## config.mk

```make
export PLATFORM = sky130hd
export DESIGN_NAME = lsu_mem_adapter
export DESIGN_NICKNAME = d
export VERILOG_FILES = /design/src/rtl/lsu_pkg.sv /design/src/rtl/lsu_lane_align.sv /design/src/rtl/lsu_mem_adapter.sv
export SDC_FILE = /design/constraint.sdc
export NUM_CORES = 1
export LEC_CHECK = 0
export ABC_CLOCK_PERIOD_IN_PS = 2400
export BUFFER_PORTS_ARGS = -buffer_cell sky130_fd_sc_hd__buf_4
export CAP_MARGIN = 20
export CORE_ASPECT_RATIO = 1.2
export CORE_UTILIZATION = 45
export CTS_BUF_LIST = sky130_fd_sc_hd__clkbuf_8
export DETAILED_ROUTE_END_ITERATION = 16
export PLACE_DENSITY = 0.74
export SYNTH_ARGS = -nofsm -noshare
export SYNTH_HDL_FRONTEND = slang
export SYNTH_SLANG_ARGS = --single-unit
```

## constraint.sdc

```tcl
create_clock -name clk -period 2.4 [get_ports clk]
set_input_delay 0.24 -clock clk [delete_from_list [all_inputs] [get_ports clk]]
set_output_delay 0.24 -clock clk [all_outputs]
set_load 0.02 [all_outputs]
```

## src/rtl/lsu_pkg.sv

```systemverilog
// lsu_pkg: shared types for the load/store memory adapter.
//   lsu_size_e  - access size encoding carried on req_size
//   lsu_state_e - adapter FSM states
//   size_bytes  - byte count for a size code (0 for the illegal code)
package lsu_pkg;

  typedef enum logic [1:0] {
    BYTE    = 2'b00,
    HALF    = 2'b01,
    WORD    = 2'b10,
    ILLEGAL = 2'b11
  } lsu_size_e;

  typedef enum logic [2:0] {
    IDLE,
    BEAT0,
    BEAT1,
    CAPTURE,
    RESP
  } lsu_state_e;

  function automatic logic [2:0] size_bytes(lsu_size_e size);
    case (size)
      BYTE:    return 3'd1;
      HALF:    return 3'd2;
      WORD:    return 3'd4;
      default: return 3'd0;
    endcase
  endfunction

endpackage

```

## src/rtl/lsu_lane_align.sv

```systemverilog
// lsu_lane_align: purely combinational byte-lane steering.
//   offset_i    - byte offset of the access inside its first word
//   size_i      - access size
//   unsigned_i  - zero-extend (1) or sign-extend (0) load data
//   wdata_i     - right-justified store data
//   rdata_raw_i - {second word, first word} as read from the RAM
//   mask_o      - 8-bit lane mask over the two words touched
//   wide_o      - store data shifted into its lanes over the two words
//   rdata_o     - extracted and extended load data
module lsu_lane_align
  import lsu_pkg::*;
(
  input  logic [1:0]  offset_i,
  input  lsu_size_e   size_i,
  input  logic        unsigned_i,
  input  logic [31:0] wdata_i,
  input  logic [63:0] rdata_raw_i,
  output logic [7:0]  mask_o,
  output logic [63:0] wide_o,
  output logic [31:0] rdata_o
);

  logic [3:0]  base_mask;
  logic [31:0] shifted;

  // NOTE: every signal written in an always_comb gets a default first, so no
  // path through the case statements can leave it holding and infer a latch.
  always_comb begin
    base_mask = 4'b0000;
    rdata_o   = 32'h0;
    case (size_i)
      BYTE:    base_mask = 4'b0001;
      HALF:    base_mask = 4'b0011;
      WORD:    base_mask = 4'b1111;
      default: base_mask = 4'b0000;
    endcase

    mask_o  = {4'b0000, base_mask} << offset_i;
    wide_o  = {32'h0, wdata_i} << {offset_i, 3'b000};
    // Only the low word of the realigned pair can hold load data.
    shifted = 32'(rdata_raw_i >> {offset_i, 3'b000});

    case (size_i)
      BYTE:    rdata_o = {{24{~unsigned_i & shifted[7]}},  shifted[7:0]};
      HALF:    rdata_o = {{16{~unsigned_i & shifted[15]}}, shifted[15:0]};
      WORD:    rdata_o = shifted;
      default: rdata_o = 32'h0;
    endcase
  end

endmodule

```

## src/rtl/lsu_mem_adapter.sv

```systemverilog
// lsu_mem_adapter: CPU load/store port to word-wide single-port sync RAM.
//   Request side : req_valid/req_ready handshake, req_addr (byte address),
//                  req_write, req_size, req_unsigned, req_wdata.
//   Response side: rsp_valid one-cycle pulse with rsp_rdata and rsp_error.
//   RAM side     : mem_address (word), mem_enable, mem_byte_enable,
//                  mem_write_enable, mem_write_data, mem_read_data (data is
//                  valid the cycle after the beat).
// Accesses straddling a word boundary are issued as two consecutive beats.
// Illegal sizes and out-of-range or wrapping accesses respond with an error
// and never touch the RAM.
module lsu_mem_adapter
  import lsu_pkg::*;
#(
  parameter int MEM_ADDR_WIDTH = 14
) (
  input  logic                      clk,
  input  logic                      rst_n,
  input  logic                      req_valid,
  output logic                      req_ready,
  input  logic [31:0]               req_addr,
  input  logic                      req_write,
  input  logic [1:0]                req_size,
  input  logic                      req_unsigned,
  input  logic [31:0]               req_wdata,
  output logic                      rsp_valid,
  output logic [31:0]               rsp_rdata,
  output logic                      rsp_error,
  output logic [MEM_ADDR_WIDTH-1:0] mem_address,
  output logic [3:0]                mem_enable,
  output logic [3:0]                mem_byte_enable,
  output logic                      mem_write_enable,
  output logic [31:0]               mem_write_data,
  input  logic [31:0]               mem_read_data
);

  lsu_state_e                state_q;
  logic [1:0]                offset_q;
  logic [MEM_ADDR_WIDTH-1:0] w_q;
  lsu_size_e                 size_q;
  logic                      write_q;
  logic                      unsigned_q;
  logic                      split_q;
  logic [31:0]               wdata_q;
  logic [31:0]               lo_q;
  logic                      rsp_valid_q;
  logic                      rsp_error_q;
  logic [31:0]               rsp_rdata_q;

  // Decode of the request being offered; only used at the accept edge.
  lsu_size_e                 acc_size;
  logic [MEM_ADDR_WIDTH-1:0] acc_w;
  logic                      acc_split;
  logic                      acc_oor;
  logic                      acc_err;

  assign acc_size  = lsu_size_e'(req_size);
  assign acc_w     = req_addr[MEM_ADDR_WIDTH+1:2];
  assign acc_split = ({1'b0, req_addr[1:0]} + size_bytes(acc_size)) > 3'd4;
  assign acc_oor   = (req_addr >> (MEM_ADDR_WIDTH + 2)) != 32'h0;
  // A split starting in the last word would wrap to word 0: reject it.
  assign acc_err   = (acc_size == ILLEGAL) || acc_oor || (acc_split && (&acc_w));

  // The final beat's data arrives live on mem_read_data during CAPTURE; for a
  // split access the first beat was already parked in lo_q.
  logic [63:0] comb_d;
  logic [7:0]  mask;
  logic [63:0] wide;
  logic [31:0] ext_rdata;

  assign comb_d = split_q ? {mem_read_data, lo_q} : {32'h0, mem_read_data};

  lsu_lane_align u_lane_align (
    .offset_i    (offset_q),
    .size_i      (size_q),
    .unsigned_i  (unsigned_q),
    .wdata_i     (wdata_q),
    .rdata_raw_i (comb_d),
    .mask_o      (mask),
    .wide_o      (wide),
    .rdata_o     (ext_rdata)
  );

  // NOTE: sequential state uses non-blocking assignments so every register
  // samples pre-edge values regardless of statement order.
  // NOTE: the read buffer is a couple of flops, not a memory array, so it is
  // reset along with everything else and never leaks stale data.
  always_ff @(posedge clk or negedge rst_n) begin
    if (!rst_n) begin
      state_q     <= IDLE;
      offset_q    <= 2'b00;
      w_q         <= '0;
      size_q      <= BYTE;
      write_q     <= 1'b0;
      unsigned_q  <= 1'b0;
      split_q     <= 1'b0;
      wdata_q     <= 32'h0;
      lo_q        <= 32'h0;
      rsp_valid_q <= 1'b0;
      rsp_error_q <= 1'b0;
      rsp_rdata_q <= 32'h0;
    end else begin
      case (state_q)
        IDLE: begin
          if (req_valid && req_ready) begin
            offset_q   <= req_addr[1:0];
            w_q        <= acc_w;
            size_q     <= acc_size;
            write_q    <= req_write;
            unsigned_q <= req_unsigned;
            split_q    <= acc_split;
            wdata_q    <= req_wdata;
            if (acc_err) begin
              state_q     <= RESP;
              rsp_valid_q <= 1'b1;
              rsp_error_q <= 1'b1;
              rsp_rdata_q <= 32'h0;
            end else begin
              state_q <= BEAT0;
            end
          end
        end
        BEAT0: state_q <= split_q ? BEAT1 : CAPTURE;
        BEAT1: begin
          lo_q    <= mem_read_data;
          state_q <= CAPTURE;
        end
        CAPTURE: begin
          if (!split_q) lo_q <= mem_read_data;
          rsp_valid_q <= 1'b1;
          rsp_error_q <= 1'b0;
          rsp_rdata_q <= write_q ? 32'h0 : ext_rdata;
          state_q     <= RESP;
        end
        RESP: begin
          rsp_valid_q <= 1'b0;
          rsp_error_q <= 1'b0;
          rsp_rdata_q <= 32'h0;
          state_q     <= IDLE;
        end
        default: state_q <= IDLE;
      endcase
    end
  end

  assign req_ready = (state_q == IDLE);
  assign rsp_valid = rsp_valid_q;
  assign rsp_error = rsp_error_q;
  assign rsp_rdata = rsp_rdata_q;

  // RAM drive depends only on state and registered request fields.
  always_comb begin
    mem_address      = '0;
    mem_byte_enable  = 4'b0000;
    mem_write_enable = 1'b0;
    mem_write_data   = 32'h0;
    case (state_q)
      BEAT0: begin
        mem_address      = w_q;
        mem_byte_enable  = mask[3:0];
        mem_write_enable = write_q;
        mem_write_data   = wide[31:0];
      end
      BEAT1: begin
        mem_address      = w_q + MEM_ADDR_WIDTH'(1);
        mem_byte_enable  = mask[7:4];
        mem_write_enable = write_q;
        mem_write_data   = wide[63:32];
      end
      default: ;
    endcase
    mem_enable = mem_byte_enable;
  end

endmodule

```

; Yosys cells after proc, flatten, opt, wreduce, memory -nomap -nowiden
; Index checks and enable logic that the tools add are counted.
[word_totals]
output_inout_bits = 90
input_bits = 103
ff_bits = 122
elab_cells = 73
[op_classes]
muxes = 22
n_reduce_logical = 18
shifts = 3
addsub = 2
eq_ne = 12
n_lt_le_gt_ge = 1
bitwise_logic = 3
[ops]
columns = cell, count
row1 = $pmux W32 S3, 2
row2 = $mux W32, 4
row3 = $pmux W32 S2, 2
row4 = $mux W64, 1
row5 = $shl A32 B5 Y64, 1
row6 = $shr A64 B5 Y32, 1
row7 = $reduce_bool A32 Y1, 1
row8 = $pmux W14 S2, 1
row9 = $add A14 B1 Y14 const B, 1
row10 = $reduce_and A14 Y1, 1
row11 = $pmux W3 S4, 1
row12 = $pmux W4 S3, 1
row13 = $pmux W3 S3, 1
row14 = $pmux W4 S2, 1
row15 = $shl A4 B2 Y8, 1
row16 = $eq A2 B2 Y1 const B, 3
row17 = $eq A3 B2 Y1 const B, 2
row18 = $mux W3, 2
row19 = $reduce_and A3 Y1, 2
row20 = $eq A2 B1 Y1 const B, 2
row21 = $logic_not A2 Y1, 2
row22 = $mux W1, 4
row23 = $ne A2 B1 Y1 const B, 2
row24 = $reduce_and A2 Y1, 2
row25 = other kinds (15), 20

; Longest topological paths before layout
; Gate-level depths: netlist of run 1.
[logic_depth]
word_depth = 9
mapped_depth = 9
mapped_depth_nobuf = 8

; Cells and area by module
; Synthesis of run 1 repeated with hierarchy kept, for this count alone.
[hier_totals]
hier_cells = 763
hier_area_um2 = 8371.8
[modules_own_cells]
columns = mod, instances, area_per_inst_um2, cells_per_inst, seq_area_each_um2
row1 = lsu_mem_adapter, 1, 6137.1, 493, 3052.9
row2 = lsu_lane_align, 1, 2234.6, 270, 0.0

; Worst setup path before layout of run 1
; Ideal clock, no wire load.
[synth_timing]
path_type = register to output
startpoint = reg offset_q[0]
endpoint = out mem_enable[3]
required_ns = 2.160
stages_incl_launch_ff = 9
slack_ns = 0.058
arrival_time_ns = 2.102
n_path_buf = 4
path_cell_list = dfrtp_1 -> clkbuf_1 -> clkbuf_1 -> buf_2 -> nor2_1 -> a21oi_1 -> mux2i_1 -> nor2_1 -> buf_4
[synth_between]
elab_chain_len = 2
[synth_lines]
columns = element, line_no
row1 = "start, declared", lsu_mem_adapter.sv:37  ; logic [1:0] offset_q;
row2 = "start signal, assigned", lsu_mem_adapter.sv:105  ; offset_q <= req_addr[1:0];
row3 = $shl A4 B2 Y8, lsu_lane_align.sv:38  ; mask_o = {4'b0000, base_mask} << offset_i;
row4 = $pmux W4 S2, lsu_mem_adapter.sv:156  ; case (state_q)
row5 = "end, declared", lsu_mem_adapter.sv:29  ; output logic [3:0] mem_enable,
; No other way between the ends.

; Final worst setup path of run 1
[layout_timing]
startpoint = reg w_q[0]
endpoint = out mem_address[12]
[layout_between]
elab_chain_len = 2
[layout_lines]
columns = element, line_no
row1 = "start, declared", lsu_mem_adapter.sv:38  ; logic [MEM_ADDR_WIDTH-1:0] w_q;
row2 = "start signal, assigned", lsu_mem_adapter.sv:106  ; w_q <= acc_w;
row3 = $add A14 B1 Y14, lsu_mem_adapter.sv:164  ; mem_address = w_q + MEM_ADDR_WIDTH'(1);
row4 = $pmux W14 S2, lsu_mem_adapter.sv:156
row5 = "end, declared", lsu_mem_adapter.sv:28  ; output logic [MEM_ADDR_WIDTH-1:0] mem_address,
; No other way between the ends.

==> results.sh, run 1 <==
export IMPL_status="completed"
export IMPL_via_count=7130
export IMPL_fp_dieW_um=119
export IMPL_placement_io_buffers=192
export IMPL_clock_tree_buffer_depth=2
export IMPL_postSynthAreaPerCell_sq_um=8.84
export IMPL_clkTransAtPathRegs_ns=0.07
export IMPL_slew_violations=0
export IMPL_fp_dieH_um=142
export IMPL_intPower_w=0.00749
export IMPL_worst_r2r_cell_count=5
export IMPL_max_slew_margin_pct=48.8
export IMPL_n_fill_cell=1321
export IMPL_layout_cells_most_common="nand2_1"
export IMPL_grt_pass1_wl_mm=34.8
export IMPL_worst_setup_path_type="reg -> out"
export IMPL_mostFrequentLayoutCells="nand2_1, buf_4, dfrtp_1"
export IMPL_grt_remaining_overflow=0
export IMPL_cts_sinks=122
export IMPL_route_detailed_drc=0
export IMPL_netlist_cell_type_count=54
export IMPL_setup_viol=0
export IMPL_synth_flop_type="dfrtp_1"
export IMPL_arr_time_crit_path_ns=2.09
export IMPL_dpl_cell_count=1194
export IMPL_finalCritPeriodShare_pct=97.1
export IMPL_transition_time_at_the_pin_with_the_least_slew_margin_ns=0.763
export IMPL_rsz0062_at_grt="yes"
export IMPL_cts_root_buffer="clkbuf_8"
export IMPL_combinationalPowerShare_pct=55.2
export IMPL_yosysSeqAreaShare_pct=41.4
export IMPL_die_area_sq_um=16900
export IMPL_syn_cell_area_sq_um=7370
export IMPL_place_detailed_hpwl_mm=15.0
export IMPL_drv_cap=0
export IMPL_timing_hold_worst_class="in -> reg"
export IMPL_hold_path_stages=3
export IMPL_power_per_cell_area_nw_per_um2=1330
export IMPL_multi_input_comb_area_sq_um=4030
export IMPL_tritoncts="yes"
export IMPL_seq_power_share_pct=29.0
export IMPL_static_leakage_power_nw=5.06
export IMPL_cts_htree_levels=4
export IMPL_power_switching_w=0.00582
export IMPL_postSynthRegisterBits=122
export IMPL_drtAntennaViolNets=0
export IMPL_grt_pass1_vias=6869
export IMPL_place_worst_setup_slack_ns=0.0944
export IMPL_routed_vias_inst=5.58
export IMPL_post_route_min_period_ns=2.33
export IMPL_critical_path_max_fanout=5
export IMPL_fin_hold_ws_ns=0.0231
export IMPL_worstSetupEndpointType="output port"
export IMPL_number_of_standard_cell_rows_in_the_floorplan=50
export IMPL_globalRouteTotalUtil_pct=26.4
export IMPL_synth_enable_flop_cells=0
export IMPL_floorplan_core_area_sq_um=15800
export IMPL_report_final_hold_viol_count=0
export IMPL_ff_latch_area_sq_um=3060
export IMPL_post_route_non_filler_standard_cell_count=1278
export IMPL_grt_antenna_before_repair=0
export IMPL_diodes_inserted=0
export IMPL_critPathRequiredTime_ns=2.16
export IMPL_drt_iter0_drc=452
export IMPL_wl_per_cell_um=17.3
export IMPL_post_syn_instances=834
export IMPL_design_portCount=193
export IMPL_area_growth_syn_to_layout_pct=36.2
export IMPL_grt_max_degree=66
export IMPL_setup_worst_path_start_class="flop"
export IMPL_ir_worst_vdd_mv=0.705
export IMPL_nets=1169
export IMPL_clkLatencyLatePin_ns=0.45
export IMPL_synth_fp_nets=945
export IMPL_detail_route_first_pass_iterations=5
export IMPL_minimum_setup_slack_in_the_final_design_ns=0.0689
export IMPL_sw_share_pct=43.7
export IMPL_finish_instance_area_sq_um=10000
export IMPL_drive_gt1_share_pct=30.7
export IMPL_cts_inserted_buffers=17
export IMPL_start_util_pct=46.6
export IMPL_achievable_frequency_ghz=0.429
export IMPL_globalplace_congestion=0.882
export IMPL_finalWirelength_mm=22.1
export IMPL_synth_async_sr_flop_share_pct=100
export IMPL_fin_skew_ns=0.0119
export IMPL_timing_setup_tns_ns=0
export IMPL_ys_warn_count=0
export IMPL_postPlaceCellArea_sq_um=9010
export IMPL_clock_power_share_pct=15.8
[synthesized netlist by cell type (3+ instances only)]
master | n | area (sq um)
nand2_1 | 228 | 856
o2bb2ai_1 | 9 | 78.8
and2_1 | 6 | 37.5
a22oi_1 | 8 | 60.1
inv_1 | 10 | 37.5
buf_4 | 4 | 30.0
a211o_1 | 15 | 131
o211a_1 | 8 | 80.1
mux2_2 | 46 | 518
nand2b_1 | 3 | 18.8
a21oi_1 | 49 | 245
mux2i_1 | 57 | 571
clkbuf_1 | 33 | 124
a22o_1 | 4 | 35.0
xnor2_1 | 3 | 26.3
buf_2 | 17 | 85.1
nor2b_1 | 9 | 56.3
ha_1 | 7 | 87.6
o22ai_1 | 10 | 62.6
a21o_1 | 6 | 45.0
a211oi_1 | 15 | 113
and3_1 | 12 | 75.1
a31oi_1 | 3 | 18.8
o21ai_0 | 49 | 245
dfrtp_1 | 122 | 3050
nand3_1 | 3 | 15.0
a221o_1 | 8 | 80.1
buf_1 | 9 | 33.8
nor3_1 | 4 | 20.0
nor2_1 | 36 | 135
nor4_1 | 5 | 31.3
nand4_1 | 6 | 37.5
mux4_2 | 3 | 67.6
[cells by family after synthesis]
family / Yosys count / synth area share, %
compound gates: 194 / 17.5
xor+xnor: 3 / 0.357
fa+ha+maj: 8 / 1.46
buf+inv: 76 / 4.57
flops: 122 / 41.4
mux: 107 / 16.0
simple gates: 324 / 18.7
[area by class of cell]
cell class / count / share of cell area [%]
Sequential cell: 122 / 30.5
Tap cell: 208 / 2.59
Timing Repair Buffer: 270 / 21.7
Inverter: 11 / 0.436
Clock buffer: 23 / 3.15
Multi-Input combinational cell: 636 / 40.2
Clock inverter: 8 / 1.38
[metrics by stage]
| stage | util (%) | power, W |
|---|---|---|
| 5_1_grt | 63.4 | 0.0141 |
| 4_1_cts | 62.8 | 0.0132 |
| 3_3_place_gp | 56.9 | 0.0108 |
| 2_1_floorplan | - | 0.00854 |
| 6_report | 63.4 | 0.0133 |
| 3_5_place_dp | 56.9 | 0.0109 |
[power by group through the flow]
stage | registers (W) | clock network [W] | logic [W]
after floorplan | 0.00383 | 0 | 0.00471
after global placement | 0.00386 | 0 | 0.00691
after detailed placement | 0.00390 | 0 | 0.00703
after CTS | 0.00388 | 0.00213 | 0.00716
after global routing | 0.00397 | 0.00223 | 0.00793
final | 0.00386 | 0.00211 | 0.00734
[worst paths after layout]
path	startpoint	end	slack, ns
setup reg to reg	size_q[1]$_DFFE_PN0P_	rsp_rdata[31]$_DFFE_PN0P_	0.11
max in group asynchronous	rst_n	rsp_rdata[22]$_DFFE_PN0P_	1.37
hold reg to reg	rsp_rdata[19]$_DFFE_PN0P_	rsp_rdata[19]$_DFFE_PN0P_	0.49
setup / recovery	w_q[0]$_DFFE_PN0P_	mem_address[12]	0.07
hold / removal	req_addr[13]	w_q[11]$_DFFE_PN0P_	0.02
min in group asynchronous	rst_n	w_q[2]$_DFFE_PN0P_	0.16
[metal layers]
metal,vias up,global-route usage [%],wire length (um)
met4,0,12.6,624
met3,44,4.05,1410
met5,-,0,0
met1,3377,33.1,9160
li1,3369,-,-
met2,340,44.7,10900
[worst max-delay path, cell delays in order (launching register included)]
cell and delay, ns:
dfrtp_1 0.40, ha_2 0.22, nand3_2 0.13, nor4b_4 0.34, a31oi_1 0.12, o21ai_0 0.16, o21ai_1 0.11, buf_4 0.17
[timing repair]
action	CTS	global route
hold endpoints to repair	117	0
buffers inserted	0	9
resized for setup	11	9
endpoints found under the setup margin	12	21
hold buffers	44	0
pin swaps	1	4
[registers in the layout, indices dropped and copies added, names as in the netlist]
| name | flops |
|---|---|
| lo_q | 32 |
| size_q | 2 |
| rsp_rdata | 32 |
| w_q | 14 |
| unsigned_q | 1 |
| write_q | 1 |
| rsp_error | 1 |
| offset_q | 2 |
| wdata_q | 32 |
| rsp_valid | 1 |
| state_q | 3 |
| split_q | 1 |
(Power assumes the default switching activity.)
==> run 2: changes to the inputs <==
--- a/config.mk
+++ b/config.mk
@@ -13,6 +13,7 @@
 export CTS_BUF_LIST = sky130_fd_sc_hd__clkbuf_8
 export DETAILED_ROUTE_END_ITERATION = 16
 export PLACE_DENSITY = 0.74
+export REMOVE_ABC_BUFFERS = 1
 export SYNTH_ARGS = -nofsm -noshare
 export SYNTH_HDL_FRONTEND = slang
 export SYNTH_SLANG_ARGS = --single-unit
==> results.sh, run 2 (synthesis gave the netlist of run 1 again) <==
export IMPL_die_area_sq_um=16900
export IMPL_r2r_start="size_q[1]$_DFFE_PN0P_"
export IMPL_grt_pass1_wl_mm=36.0
export IMPL_drv_cap=0
export IMPL_static_leakage_power_nw=5.09
export IMPL_fp_dieH_um=142
export IMPL_transition_time_at_the_pin_with_the_least_slew_margin_ns=0.581
export IMPL_mostFrequentLayoutCells="buf_4, nand2_1, dfrtp_1"
export IMPL_worst_setup_path_type="reg -> out"
export IMPL_grt_remaining_overflow=0
export IMPL_fp_dieW_um=119
export IMPL_arr_time_crit_path_ns=2.07
export IMPL_timing_hold_worst_class="in -> reg"
export IMPL_globalplace_congestion=0.880
export IMPL_setup_viol=0
export IMPL_worstSetupEndpointType="output port"
export IMPL_clock_power_share_pct=14.4
export IMPL_globalRouteTotalUtil_pct=27.1
export IMPL_rsz0062_at_grt="yes"
export IMPL_grt_antenna_before_repair=0
export IMPL_status="completed"
export IMPL_cts_root_buffer="clkbuf_8"
export IMPL_total_power_w=0.0132
export IMPL_cts_inserted_buffers=17
export IMPL_hold_path_endpoint="wdata_q[13]$_DFFE_PN0P_"
export IMPL_placement_io_buffers=192
export IMPL_intPower_w=0.00737
export IMPL_ir_worst_vdd_mv=0.686
export IMPL_clock_tree_buffer_depth=2
export IMPL_reg2reg_to="rsp_rdata[31]$_DFFE_PN0P_"
export IMPL_power_switching_w=0.00585
export IMPL_nets=1185
export IMPL_layout_cells_most_common="buf_4"
export IMPL_achievable_frequency_ghz=0.433
export IMPL_timing_setup_tns_ns=0
export IMPL_floorplan_core_area_sq_um=15800
export IMPL_grt_pass1_vias=7088
export IMPL_via_count=7160
export IMPL_report_final_hold_viol_count=0
export IMPL_wl_per_cell_um=17.2
export IMPL_combinationalPowerShare_pct=56.3
export IMPL_worstHoldStart="req_wdata[13]"
export IMPL_finish_instance_area_sq_um=10100
export IMPL_route_detailed_drc=0
export IMPL_timing_reg2reg_setup_slack_ns=0.24
export IMPL_clkLatencyLatePin_ns=0.45
export IMPL_grt_max_degree=46
export IMPL_cts_sinks=122
export IMPL_finalWirelength_mm=22.2
export IMPL_seq_power_share_pct=29.4
export IMPL_finalCritPeriodShare_pct=96.3
export IMPL_place_detailed_hpwl_mm=15.4
export IMPL_clkTransAtPathRegs_ns=0.07
export IMPL_drive_gt1_share_pct=32.0
export IMPL_power_per_cell_area_nw_per_um2=1310
export IMPL_number_of_standard_cell_rows_in_the_floorplan=50
export IMPL_n_fill_cell=1350
export IMPL_setup_worst_path_start_class="flop"
export IMPL_detail_route_first_pass_iterations=5
export IMPL_design_portCount=193
export IMPL_max_slew_margin_pct=61.1
export IMPL_drtAntennaViolNets=0
export IMPL_critPathRequiredTime_ns=2.16
export IMPL_drt_iter0_drc=491
export IMPL_sw_share_pct=44.2
export IMPL_postPlaceCellArea_sq_um=9070
export IMPL_slew_violations=0
export IMPL_routed_vias_inst=5.53
export IMPL_fin_skew_ns=0.0103
export IMPL_start_util_pct=46.6
export IMPL_tritoncts="yes"
export IMPL_diodes_inserted=0
export IMPL_hold_path_stages=3
export IMPL_worst_r2r_cell_count=5
export IMPL_post_route_min_period_ns=2.31
export IMPL_cts_htree_levels=4
export IMPL_area_growth_syn_to_layout_pct=37.3
export IMPL_critical_path_max_fanout=17
==> run 2: changes by cell type in the layout (fill, tap and decap cells not counted), moves of 2 or more <==
cell	before	now
buf_4	221	235
bufinv_16	4	2
clkinvlp_4	0	2
dfrtp_1	118	115
dfrtp_2	3	5
dlygate4sd3_1	44	47
inv_1	11	13
nand2_1	227	225
nand2_2	1	3
nor2_1	35	33
nor2_2	0	3
==> run 2: worst max-delay path by stage <==
stage                       startpoint                        end  slack [ns]  cells after the start
3_3_place_gp               req_size[1]  rsp_rdata[13]$_DFFE_PN0P_        0.16                     10
6_report        state_q[1]$_DFFE_PN0P_              mem_enable[1]        0.09                      5
4_1_cts        offset_q[1]$_DFFE_PN0P_          mem_write_data[1]        0.02                      5
3_5_place_dp               req_size[1]  rsp_rdata[11]$_DFFE_PN0P_        0.11                     10
5_1_grt             w_q[2]$_DFFE_PN0P_            mem_address[13]       0.005                      6
2_1_floorplan  offset_q[0]$_DFFE_PN0P_  rsp_rdata[31]$_DFFE_PN0P_       -1.49                      5
==> run 2: layer usage <==
| layer | vias to the layer above | part of all wire, % | GRT usage [%] |
|---|---|---|---|
| li1 | 3406 | - | - |
| met1 | 3431 | 42 | 33.7 |
| met2 | 287 | 50 | 46.9 |
| met3 | 36 | 6.6 | 5.37 |
| met4 | 0 | 2.0 | 9.13 |
| met5 | - | 0 | 0 |
==> run 2: area by class of cell <==
type	count	area, sq um	share of cell area [%]
multi-input combinational	636	4040	39.9
sequential	122	3070	30.3
timing repair buffer	286	2300	22.7
clock buffer	23	317	3.13
tap	208	260	2.57
clock inverter	9	96.3	0.952
inverter	11	43.8	0.433
==> run 2: worst max-delay path: stages (launching register included) <==
cell     delay [ns]
dfrtp_2        0.41
buf_4          0.14
or3b_4         0.50
nor2_1         0.12
a32o_1         0.27
buf_4          0.19
==> run 2: power groups by stage <==
stage | sequential [W] | clock (W) | combinational (W)
5_1_grt | 0.00401 | 0.00204 | 0.00809
6_report | 0.00389 | 0.00190 | 0.00744
2_1_floorplan | 0.00424 | 0 | 0.00410
3_5_place_dp | 0.00395 | 0 | 0.00702
4_1_cts | 0.00390 | 0.00194 | 0.00722
3_3_place_gp | 0.00391 | 0 | 0.00692
==> run 2: what timing repair did <==
item	4_1_cts	5_1_grt
buffers inserted	2	10
setup endpoints to repair	27	29
gates resized for setup	13	14
hold buffers	47	0
endpoints found under the hold margin	82	0
pin swaps	0	1
==> run 2: metrics by stage <==
step | util [%] | hold WS [ns] | std cells | setup slack [ns]
floorplan | - | -0.0556 | 769 | -1.49
global placement | 57.3 | 0.250 | 1204 | 0.156
detailed placement | 57.3 | 0.260 | 1204 | 0.109
CTS | 63.2 | 0.00557 | 1285 | 0.0156
global route | 63.9 | 0.00389 | 1295 | 0.00539
finish | 63.9 | 0.0238 | 1295 | 0.0883
==> run 3: changes to the inputs <==
--- a/config.mk
+++ b/config.mk
@@ -10,10 +10,11 @@
 export CAP_MARGIN = 20
 export CORE_ASPECT_RATIO = 1.2
 export CORE_UTILIZATION = 45
-export CTS_BUF_LIST = sky130_fd_sc_hd__clkbuf_8
+export CTS_BUF_LIST = sky130_fd_sc_hd__clkbuf_16
 export DETAILED_ROUTE_END_ITERATION = 16
 export PLACE_DENSITY = 0.74
 export REMOVE_ABC_BUFFERS = 1
+export SKIP_LAST_GASP = 1
 export SYNTH_ARGS = -nofsm -noshare
 export SYNTH_HDL_FRONTEND = slang
 export SYNTH_SLANG_ARGS = --single-unit
==> results.sh, run 3 (synthesis gave the netlist of run 1 again) <==
export IMPL_arr_time_crit_path_ns=2.12
export IMPL_critPathSlowestCell="dfrtp_4"
export IMPL_setup_viol=0
export IMPL_clkLatencyLatePin_ns=0.42
export IMPL_fin_hold_ws_ns=0.00945
export IMPL_fp_dieW_um=119
export IMPL_setup_worst_path_start_class="flop"
export IMPL_grt_antenna_before_repair=0
export IMPL_place_worst_setup_slack_ns=0.109
export IMPL_status="completed"
export IMPL_tritoncts="yes"
export IMPL_cts_sinks=122
export IMPL_routed_vias_inst=5.56
export IMPL_transition_time_at_the_pin_with_the_least_slew_margin_ns=0.585
export IMPL_max_slew_margin_pct=60.8
export IMPL_detail_route_first_pass_iterations=5
export IMPL_timing_critical_path_slowest_cell_delay_ns=0.54
export IMPL_start_util_pct=46.6
export IMPL_die_area_sq_um=16900
export IMPL_ir_worst_vdd_mv=0.742
export IMPL_globalRouteTotalUtil_pct=26.5
export IMPL_cts_root_buffer="clkbuf_16"
export IMPL_critPathRequiredTime_ns=2.16
export IMPL_wl_per_cell_um=17.4
export IMPL_fp_dieH_um=142
export IMPL_design_portCount=193
export IMPL_minimum_setup_slack_in_the_final_design_ns=0.0372
export IMPL_finalWirelength_mm=21.7
export IMPL_cts_inserted_buffers=17
export IMPL_slew_violations=0
export IMPL_number_of_standard_cell_rows_in_the_floorplan=50
export IMPL_drtAntennaViolNets=0
export IMPL_diodes_inserted=0
export IMPL_placement_io_buffers=192
export IMPL_post_route_min_period_ns=2.36
export IMPL_place_detailed_hpwl_mm=15.4
export IMPL_cp_common_cell="buf_4"
export IMPL_worstSetupEndpointType="output port"
export IMPL_static_leakage_power_nw=4.95
export IMPL_drive_gt1_share_pct=31.4
export IMPL_mostFrequentLayoutCells="buf_4, nand2_1, dfrtp_1"
export IMPL_drt_iter0_drc=518
export IMPL_fin_skew_ns=0.00626
export IMPL_report_final_hold_viol_count=0
export IMPL_power_per_cell_area_nw_per_um2=1380
export IMPL_layout_cells_most_common="buf_4"
export IMPL_area_growth_syn_to_layout_pct=32.9
export IMPL_globalplace_congestion=0.880
export IMPL_drv_cap=0
export IMPL_crit_chain="buf_4 > mux2_2 > a22oi_1 > o21ai_0 > buf_4"
export IMPL_cts_htree_levels=4
export IMPL_timing_hold_worst_class="in -> reg"
export IMPL_grt_pass1_vias=6861
export IMPL_finalCritPeriodShare_pct=98.4
export IMPL_rsz0062_at_grt="yes"
export IMPL_grt_max_degree=46
export IMPL_route_detailed_drc=0
export IMPL_grt_remaining_overflow=0
export IMPL_post_route_non_filler_standard_cell_count=1249
export IMPL_achievable_frequency_ghz=0.423
export IMPL_worst_setup_path_type="reg -> out"
export IMPL_clock_tree_buffer_depth=2
export IMPL_nets=1139
export IMPL_floorplan_core_area_sq_um=15800
export IMPL_dpl_cell_count=1204
export IMPL_cpLargestDelayFamily="flip-flops"
export IMPL_critPathBufInv=2
export IMPL_critical_path_max_fanout=14
export IMPL_grt_pass1_wl_mm=35.2
export IMPL_clkTransAtPathRegs_ns=0.06
export IMPL_via_count=6941
-- run 3: repair_timing --
item	in CTS	in global routing
setup endpoints to repair	20	32
hold buffers	11	0
setup buffers	1	1
endpoints found under the hold margin	46	0
pin swaps	0	1
gates resized for setup	7	13
-- run 3: metal layers --
| metal | global-route usage, % | vias up | part of all wire (%) | wire length (um) |
|---|---|---|---|---|
| met5 | 0 | - | 0 | 0 |
| met4 | 7.53 | 0 | 1.6 | 357 |
| met1 | 33.1 | 3318 | 42 | 9130 |
| met3 | 6.29 | 25 | 6.6 | 1440 |
| li1 | - | 3315 | - | - |
| met2 | 45.6 | 283 | 50 | 10800 |
-- run 3: metrics by stage --
step / utilization (%) / power, W / area (sq um) / setup TNS [ns]
final: 61.9 / 0.0135 / 9790 / 0
after global routing: 61.9 / 0.0144 / 9790 / -0.0869
after CTS: 61.6 / 0.0135 / 9750 / -0.00175
after detailed placement: 57.3 / 0.0110 / 9070 / 0
after global placement: 57.3 / 0.0108 / 9070 / 0
after floorplan: - / 0.00834 / 7070 / -93.38
-- run 3: where the power goes --
group          total [W]  leakage (nW)  switching (W)  internal [W]
sequential       0.00393          1.53       0.000897       0.00303
clock            0.00240         0.271       0.000917       0.00148
combinational    0.00719          3.15        0.00407       0.00312
total             0.0135          4.95        0.00589       0.00764
-- run 3: area by class of cell --
class | instances | area [sq um]
fillers | 1403 | 6040
clock inverters | 15 | 119
multi-input cells | 636 | 4020
well taps | 208 | 260
flip-flops and latches | 122 | 3060
repair buffers | 240 | 1860
clock buffers | 17 | 425
inverters | 11 | 43.8
-- run 3: final timing paths --
check                           slack [ns]                 startpoint                   endpoint  depth (start not counted)
max in group asynchronous             1.33                      rst_n    wdata_q[30]$_DFFE_PN0P_                          3
min in group asynchronous             0.35                      rst_n       lo_q[26]$_DFFE_PN0P_                          2
worst max-delay path                  0.04    offset_q[0]$_DFFE_PN0P_          mem_write_data[5]                          5
worst min register to register        0.50  rsp_rdata[21]$_DFFE_PN0P_  rsp_rdata[21]$_DFFE_PN0P_                          1
worst max register to register        0.23        split_q$_DFFE_PN0P_  rsp_rdata[21]$_DFFE_PN0P_                          7
worst min-delay path                 0.009               req_wdata[2]     wdata_q[2]$_DFFE_PN0P_                          3
-- run 3: worst reg2reg max path, cell delays in order, from the launching register on --
cell and delay, ns:
dfrtp_2 0.46, buf_4 0.28, buf_4 0.28, mux2_2 0.37
nor2_1 0.10, a21oi_1 0.07, o211a_1 0.24, a211o_1 0.26
